## src/rtl/tjg_mult_pkg.sv

```systemverilog
// Shared definitions for the sequential shift-add multiplier: FSM state
// encoding and the iteration-counter width helper.
package tjg_mult_pkg;

  typedef enum logic [1:0] {
    ST_IDLE = 2'd0,
    ST_RUN  = 2'd1,
    ST_DONE = 2'd2
  } state_t;

  // Counter must hold 0..B_W, since it steps once past the last bit index.
  function automatic int cnt_w(input int b_w);
    return $clog2(b_w + 1);
  endfunction

endpackage

```

## src/rtl/tjg_seq_multiplier_if.sv

```systemverilog
// Request/result bundle between a datapath controller and the multiplier.
//
// Handshake: the requester raises start with a, b and mode_signed valid; the
// multiplier accepts it on a rising clock edge only while idle or in its done
// cycle (busy=0). Operands may change freely after the accepting edge. The
// result is valid in the single cycle where done=1, and product/cout then hold
// until the next accepted request completes. start while busy=1 is dropped.
interface tjg_seq_multiplier_if #(
  parameter int A_W = 6,
  parameter int B_W = 4,
  parameter int P_W = A_W + B_W
);
  logic           start;
  logic           mode_signed;
  logic [A_W-1:0] a;
  logic [B_W-1:0] b;
  logic           busy;
  logic           done;
  logic [P_W-1:0] product;
  logic           cout;

  modport master (
    output start, mode_signed, a, b,
    input  busy, done, product, cout
  );

  modport slave (
    input  start, mode_signed, a, b,
    output busy, done, product, cout
  );
endinterface

```

## src/rtl/tjg_mult_ctrl.sv

```systemverilog
// Control FSM for the multiplier: sequences IDLE -> RUN (one multiplier bit
// per clock) -> DONE, owns the bit-index counter and produces busy/done plus
// the load/step/last strobes that steer the datapath.
module tjg_mult_ctrl
  import tjg_mult_pkg::*;
#(
  parameter  int B_W = 4,
  localparam int CW  = cnt_w(B_W)
) (
  input  logic          clk_i,
  input  logic          rst_i,
  input  logic          start_i,
  output logic          busy_o,
  output logic          done_o,
  output logic          load_o,
  output logic          step_o,
  output logic          last_o,
  output logic [CW-1:0] bit_idx_o,
  output state_t        state_o
);

  localparam logic [CW-1:0] LAST_IDX = CW'(B_W - 1);

  state_t        state_q, state_d;
  logic [CW-1:0] cnt_q, cnt_d;

  // State and counter registers; reset drops any operation in flight.
  always_ff @(posedge clk_i or posedge rst_i) begin
    if (rst_i) begin
      state_q <= ST_IDLE;
      cnt_q   <= '0;
    end else begin
      state_q <= state_d;
      cnt_q   <= cnt_d;
    end
  end

  // Next-state, counter update and datapath strobes.
  always_comb begin
    state_d = state_q;
    cnt_d   = cnt_q;
    load_o  = 1'b0;
    case (state_q)
      ST_IDLE: begin
        if (start_i) begin
          state_d = ST_RUN;
          cnt_d   = '0;
          load_o  = 1'b1;
        end
      end
      ST_RUN: begin
        cnt_d = cnt_q + 1'b1;
        if (cnt_q == LAST_IDX) state_d = ST_DONE;
      end
      ST_DONE: begin
        cnt_d = '0;
        // A request in the result cycle starts the next operation directly.
        if (start_i) begin
          state_d = ST_RUN;
          load_o  = 1'b1;
        end else begin
          state_d = ST_IDLE;
        end
      end
      default: begin
        state_d = ST_IDLE;
        cnt_d   = '0;
      end
    endcase
  end

  assign busy_o    = (state_q == ST_RUN);
  assign done_o    = (state_q == ST_DONE);
  assign step_o    = (state_q == ST_RUN);
  assign last_o    = (state_q == ST_RUN) && (cnt_q == LAST_IDX);
  assign bit_idx_o = cnt_q;
  assign state_o   = state_q;

endmodule

```

## src/rtl/tjg_seq_multiplier.sv

```systemverilog
// Sequential shift-add multiplier, one multiplier bit per clock. Supports
// unsigned and two's-complement operands; the product is truncated to P_W
// bits with cout flagging a full product that does not fit.
module tjg_seq_multiplier
  import tjg_mult_pkg::*;
#(
  parameter int A_W = 6,
  parameter int B_W = 4,
  parameter int P_W = A_W + B_W
) (
  input  logic                  clk_i,
  input  logic                  rst_i,
  tjg_seq_multiplier_if.slave   bus,
  output state_t                dbg_state_o
);

  localparam int FW    = A_W + B_W;
  localparam int ACC_W = FW + 1;
  localparam int CW    = cnt_w(B_W);

  logic [A_W-1:0]   a_q;
  logic [B_W-1:0]   b_q;
  logic             sgn_q;
  logic [ACC_W-1:0] acc_q, acc_d;
  logic [P_W-1:0]   product_q, product_d;
  logic             cout_q, cout_d;

  logic             load, step, last;
  logic [CW-1:0]    bit_idx;

  logic [ACC_W-1:0]      a_ext;
  logic [ACC_W-1:0]      addend;
  logic                  bit_set;
  logic                  sub_op;
  logic [FW-1:0]         full;
  logic [FW-1:0]         hi_u;
  logic signed [FW-1:0]  hi_s;
  logic                  ovf;

  tjg_mult_ctrl #(
    .B_W (B_W)
  ) u_ctrl (
    .clk_i     (clk_i),
    .rst_i     (rst_i),
    .start_i   (bus.start),
    .busy_o    (bus.busy),
    .done_o    (bus.done),
    .load_o    (load),
    .step_o    (step),
    .last_o    (last),
    .bit_idx_o (bit_idx),
    .state_o   (dbg_state_o)
  );

  // Partial-product selection: extended multiplicand shifted to the current
  // bit weight; in signed mode the sign bit of b carries negative weight.
  always_comb begin
    a_ext   = sgn_q ? {{(ACC_W-A_W){a_q[A_W-1]}}, a_q}
                    : {{(ACC_W-A_W){1'b0}}, a_q};
    addend  = a_ext << bit_idx;
    bit_set = |(b_q & (B_W'(1) << bit_idx));
    sub_op  = sgn_q && last;
  end

  // Accumulator update and result capture on the final bit.
  always_comb begin
    acc_d     = acc_q;
    product_d = product_q;
    cout_d    = cout_q;
    if (load) begin
      acc_d = '0;
    end else if (step && bit_set) begin
      acc_d = sub_op ? (acc_q - addend) : (acc_q + addend);
    end
    full = acc_d[FW-1:0];
    // Unsigned: anything above bit P_W-1 is lost. Signed: the dropped bits
    // plus the new sign bit must all agree for the value to survive.
    hi_u = full >> P_W;
    hi_s = $signed(full) >>> (P_W - 1);
    ovf  = sgn_q ? !((hi_s == '0) || (hi_s == '1)) : (hi_u != '0);
    if (last) begin
      product_d = full[P_W-1:0];
      cout_d    = ovf;
    end
  end

  // Operand latches, accumulator and held result registers.
  always_ff @(posedge clk_i or posedge rst_i) begin
    if (rst_i) begin
      a_q       <= '0;
      b_q       <= '0;
      sgn_q     <= 1'b0;
      acc_q     <= '0;
      product_q <= '0;
      cout_q    <= 1'b0;
    end else begin
      if (load) begin
        a_q   <= bus.a;
        b_q   <= bus.b;
        sgn_q <= bus.mode_signed;
      end
      acc_q     <= acc_d;
      product_q <= product_d;
      cout_q    <= cout_d;
    end
  end

  assign bus.product = product_q;
  assign bus.cout    = cout_q;

endmodule

```

## src/flat_wrapper.sv

```systemverilog
// flat-port wrapper written by rule: the top's interface ports become plain ports
module tjg_seq_multiplier_flat import tjg_mult_pkg::*;
#(
  parameter int A_W = 6,
  parameter int B_W = 4,
  parameter int P_W = A_W + B_W
)
  (clk_i, rst_i, dbg_state_o, bus_start, bus_mode_signed, bus_a, bus_b, bus_busy, bus_done, bus_product, bus_cout);
  tjg_seq_multiplier_if #(.A_W(A_W), .B_W(B_W), .P_W(P_W)) bus_i ();
  input  logic clk_i;
  input  logic rst_i;
  output state_t dbg_state_o;
  input wire logic [$bits(bus_i.start)-1:0] bus_start;
  input wire logic [$bits(bus_i.mode_signed)-1:0] bus_mode_signed;
  input wire logic [$bits(bus_i.a)-1:0] bus_a;
  input wire logic [$bits(bus_i.b)-1:0] bus_b;
  output wire logic [$bits(bus_i.busy)-1:0] bus_busy;
  output wire logic [$bits(bus_i.done)-1:0] bus_done;
  output wire logic [$bits(bus_i.product)-1:0] bus_product;
  output wire logic [$bits(bus_i.cout)-1:0] bus_cout;
  assign bus_i.start = bus_start;
  assign bus_i.mode_signed = bus_mode_signed;
  assign bus_i.a = bus_a;
  assign bus_i.b = bus_b;
  assign bus_busy = bus_i.busy;
  assign bus_done = bus_i.done;
  assign bus_product = bus_i.product;
  assign bus_cout = bus_i.cout;
  tjg_seq_multiplier #(.A_W(A_W), .B_W(B_W), .P_W(P_W)) u_core (.clk_i(clk_i), .rst_i(rst_i), .bus(bus_i), .dbg_state_o(dbg_state_o));
endmodule
```

## config.mk

```make
export PLATFORM = sky130hd
export DESIGN_NAME = tjg_seq_multiplier_flat
export DESIGN_NICKNAME = d
export VERILOG_FILES = /design/src/rtl/tjg_mult_pkg.sv /design/src/rtl/tjg_seq_multiplier_if.sv /design/src/rtl/tjg_mult_ctrl.sv /design/src/rtl/tjg_seq_multiplier.sv /design/src/flat_wrapper.sv
export SDC_FILE = /design/constraint.sdc
export NUM_CORES = 1
export LEC_CHECK = 0
export BUFFER_PORTS_ARGS = -buffer_cell sky130_fd_sc_hd__buf_4
export CAP_MARGIN = 20
export CORE_UTILIZATION = 50
export CTS_BUF_LIST = sky130_fd_sc_hd__clkbuf_8
export CTS_CLUSTER_DIAMETER = 80
export DETAILED_ROUTE_END_ITERATION = 7
export PLACE_DENSITY = 0.7
export SYNTH_ARGS = -nofsm -noshare
export SYNTH_HDL_FRONTEND = slang
export SYNTH_HIERARCHICAL = 1
export SYNTH_SLANG_ARGS = --single-unit
```

## constraint.sdc

```tcl
create_clock -name clk_i -period 4.3 [get_ports clk_i]
set_clock_uncertainty 0.15 [all_clocks]
set_input_delay 0.86 -clock clk_i [delete_from_list [all_inputs] [get_ports clk_i]]
set_output_delay 0.86 -clock clk_i [all_outputs]
set_load 0.01 [all_outputs]
```

==> impl_metrics.ini <==
[cts]
numCtsBuffers = 5
clock_latency_ns = 0.29
ctsResizeCount = 0
clk_pin_slew_ns = 0.07
cts_tree = built
cts_root_buf = clkbuf_8
clk_path_buf_depth = 2
hold_buffers = 0
post_cts_buffers = 0
htreeDepth = 2
cts_sinks = 36

[critical_path]
crit_fanout = 11
critPathTopFamily = simple AND/OR/NAND/NOR gates
worst-path-buf-inv = 0
cpMaxStageDelayCell = dfrtp_1
critPathKind = reg2reg
crit_top_cell = ha_1
cp.required_ns = 4.33
end_kind = register
rrSetupSlack_ns = 0.44
crit_chain = ha_1, ha_1, and2_1, and2_1, nor2_1, xor2_1, ha_1, o21ai_0, a21oi_1, o2111ai_1, nand2_1, or4_4, and3_1, a211o_1
critPathArrivalTime_ns = 3.89
critical_path.startpoint_type = register
cpPeakStageDelay_ns = 0.55

[drt]
route.detailed.drc = 0
first_pass_iters = 4
vias = 1887
drt-vias-per-instance = 5.67
detail-route-antenna-nets = 0
avgRoutedWirePerCell_um = 14.0
drt_wl_total_mm = 4.65
drtIter0Drc = 131

[sta]
final_max_slew_viol_count = 0
maxSlewHeadroom = 0.473
rsz0062_at_grt = no
post-route-min-period_ns = 3.86
finalCritPeriodShare = 0.897
setup_tns_ns = 0
fmax_mhz = 259
whs_ns = 0.324
tightest_slew_ns = 0.787
worst_slack_ns = 0.443
hold_violations = 0
setup_violations = 0

[floorplanning]
start_util = 0.519
dieArea_sq_um = 5160
io_pins = 29
die_y_um = 71.8
core-area_sq_um = 4690
rows = 25
die_x_um = 71.8

[placement]
place.gp.congestion = 0.899
io_buffer_count = 27
post-place-ws_ns = 0.505
place_hpwl_mm = 3.29

[synth]
synth_seq_cells = 36
syn-cell-area_sq_um = 2440
synth_cell_type_count = 48
synth_fa_ha_area_frac = 0.0698
syn-num-nets = 275
synth_warnings = 6
synth_compound_area_frac = 0.163
post_synth.cell_area_avg_sq_um = 9.83
async_reset_ff_frac = 1.00
synth-simple-area-share = 0.147
synthCells = 248
synth_seq_area_share = 0.370
synth_top_family_by_area = compound AO/OA/AOI/OAI gates
synth_mux_area_frac = 0.147
synth-xor-area-share = 0.0503
synth_edf_count = 0
ys.flop_type = dfrtp_1

[grt]
grt_first_pass_wirelength_mm = 7.94
grtUsageTotal = 0.197
grt_start_max_net_pins = 32
antenna_found_initial = 0
grt_overflow = 0
grt_pass1_vias = 1765

[hold_path]
hold_path.class = in2async

[cells_and_area]
n_antenna_cell = 0
fill_cells = 401
syn_to_final_growth_pct = 14.6
fin_util = 0.595
nets = 305
drive_gt1_frac = 0.254

[run_status]
status = completed

[flow_run]
maxCapViolCount = 0
## layer usage
layer  GRT usage  vias up  share of wire
met5           0        -              0
met4      0.0675        0          0.010
met3      0.0436        4          0.037
met2       0.313       30           0.46
met1       0.266      908           0.50
li1            -      945              -
## flip-flops by register name (all words and copies together) (netlist names)
signal and flops:
u_core/b_q 4, u_core/bus.product 10, u_core/u_ctrl/state_o 2, u_core/a_q 6, u_core/acc_q 10, u_core/u_ctrl/bit_idx_o 3
u_core/sgn_q 1
## Yosys cell counts, types with 3 or more instances
master    number  area (sq um)
buf_6          4          45.0
nand2_1       12          45.0
or3_1          4          25.0
mux2_2        21           236
inv_1         10          37.5
a211o_1        3          26.3
ha_1          12           150
a21oi_1       21           105
o21ai_0       10          50.1
a21o_1         3          22.5
nor2_1        26          97.6
o21ai_1        4          20.0
nor2b_1        3          18.8
xor2_1         7          61.3
mux2i_1       10           100
nand2b_1       7          43.8
clkbuf_1       4          15.0
xnor2_1        7          61.3
nor3_1         3          15.0
dfrtp_1       36           901
and2_1         3          18.8
and3_1         3          18.8
## kinds of logic (layout without fill, tap and decap cells)
| logic type | count (synthesis) | count (layout) |
|---|---|---|
| AND/OR/NAND/NOR | 70 | 70 |
| AO/OA/AOI/OAI | 58 | 58 |
| buffers and inverters | 23 | 54 |
| multiplexers | 33 | 33 |
| other | 1 | 1 |
| XOR/XNOR | 14 | 14 |
| adder cells (fa/ha/maj) | 13 | 13 |
| flip-flops | 36 | 36 |
## cell type report
type,count,area (sq um),share of cell area
Tap cell,54,67.6,0.0242
Multi-Input combinational cell,189,1410,0.506
Inverter,11,41.3,0.0148
Timing Repair Buffer,35,263,0.0941
Sequential cell,36,901,0.323
Clock inverter,3,38.8,0.0139
Clock buffer,5,68.8,0.0246
## metrics by stage
step	cells	area, sq um
finish	333	2790
global placement	325	2690
CTS	333	2790
detailed placement	325	2690
global route	333	2790
floorplan	248	2440
## final timing paths
kind | from | to | cells past startpoint
worst max-delay path | u_core/u_ctrl/bit_idx_o[0] | u_core/bus.product[9] | 14
worst min-delay path | rst_i | u_core/u_ctrl/state_o[0] | 2
worst max register to register | u_core/u_ctrl/bit_idx_o[0] | u_core/bus.product[9] | 14
worst min register to register | u_core/b_q[2] | u_core/b_q[2] | 1
max in group asynchronous | rst_i | u_core/acc_q[8] | 3
min in group clk_i | u_core/b_q[2] | u_core/b_q[2] | 1
## cell usage in the layout (no fill, tap or decap), types with 9 or more instances in the layout
| master | count |
|---|---|
| nor2_1 | 26 |
| mux2_2 | 21 |
| mux2i_1 | 10 |
| ha_1 | 12 |
| buf_4 | 35 |
| inv_1 | 11 |
| o21ai_0 | 9 |
| a21oi_1 | 21 |
| nand2_1 | 12 |
| dfrtp_1 | 36 |
## worst register-to-register path, stage by stage, from the launching register on
cell and delay [ns]:
dfrtp_1 0.55, ha_1 0.22, ha_1 0.20, and2_1 0.19, and2_1 0.33, nor2_1 0.11
xor2_1 0.16, ha_1 0.32, o21ai_0 0.21, a21oi_1 0.10, o2111ai_1 0.25, nand2_1 0.08
or4_4 0.47, and3_1 0.17, a211o_1 0.25
Power is not shown: default switching activity piles up to over one toggle a cycle in this logic, so the estimate is an artifact.
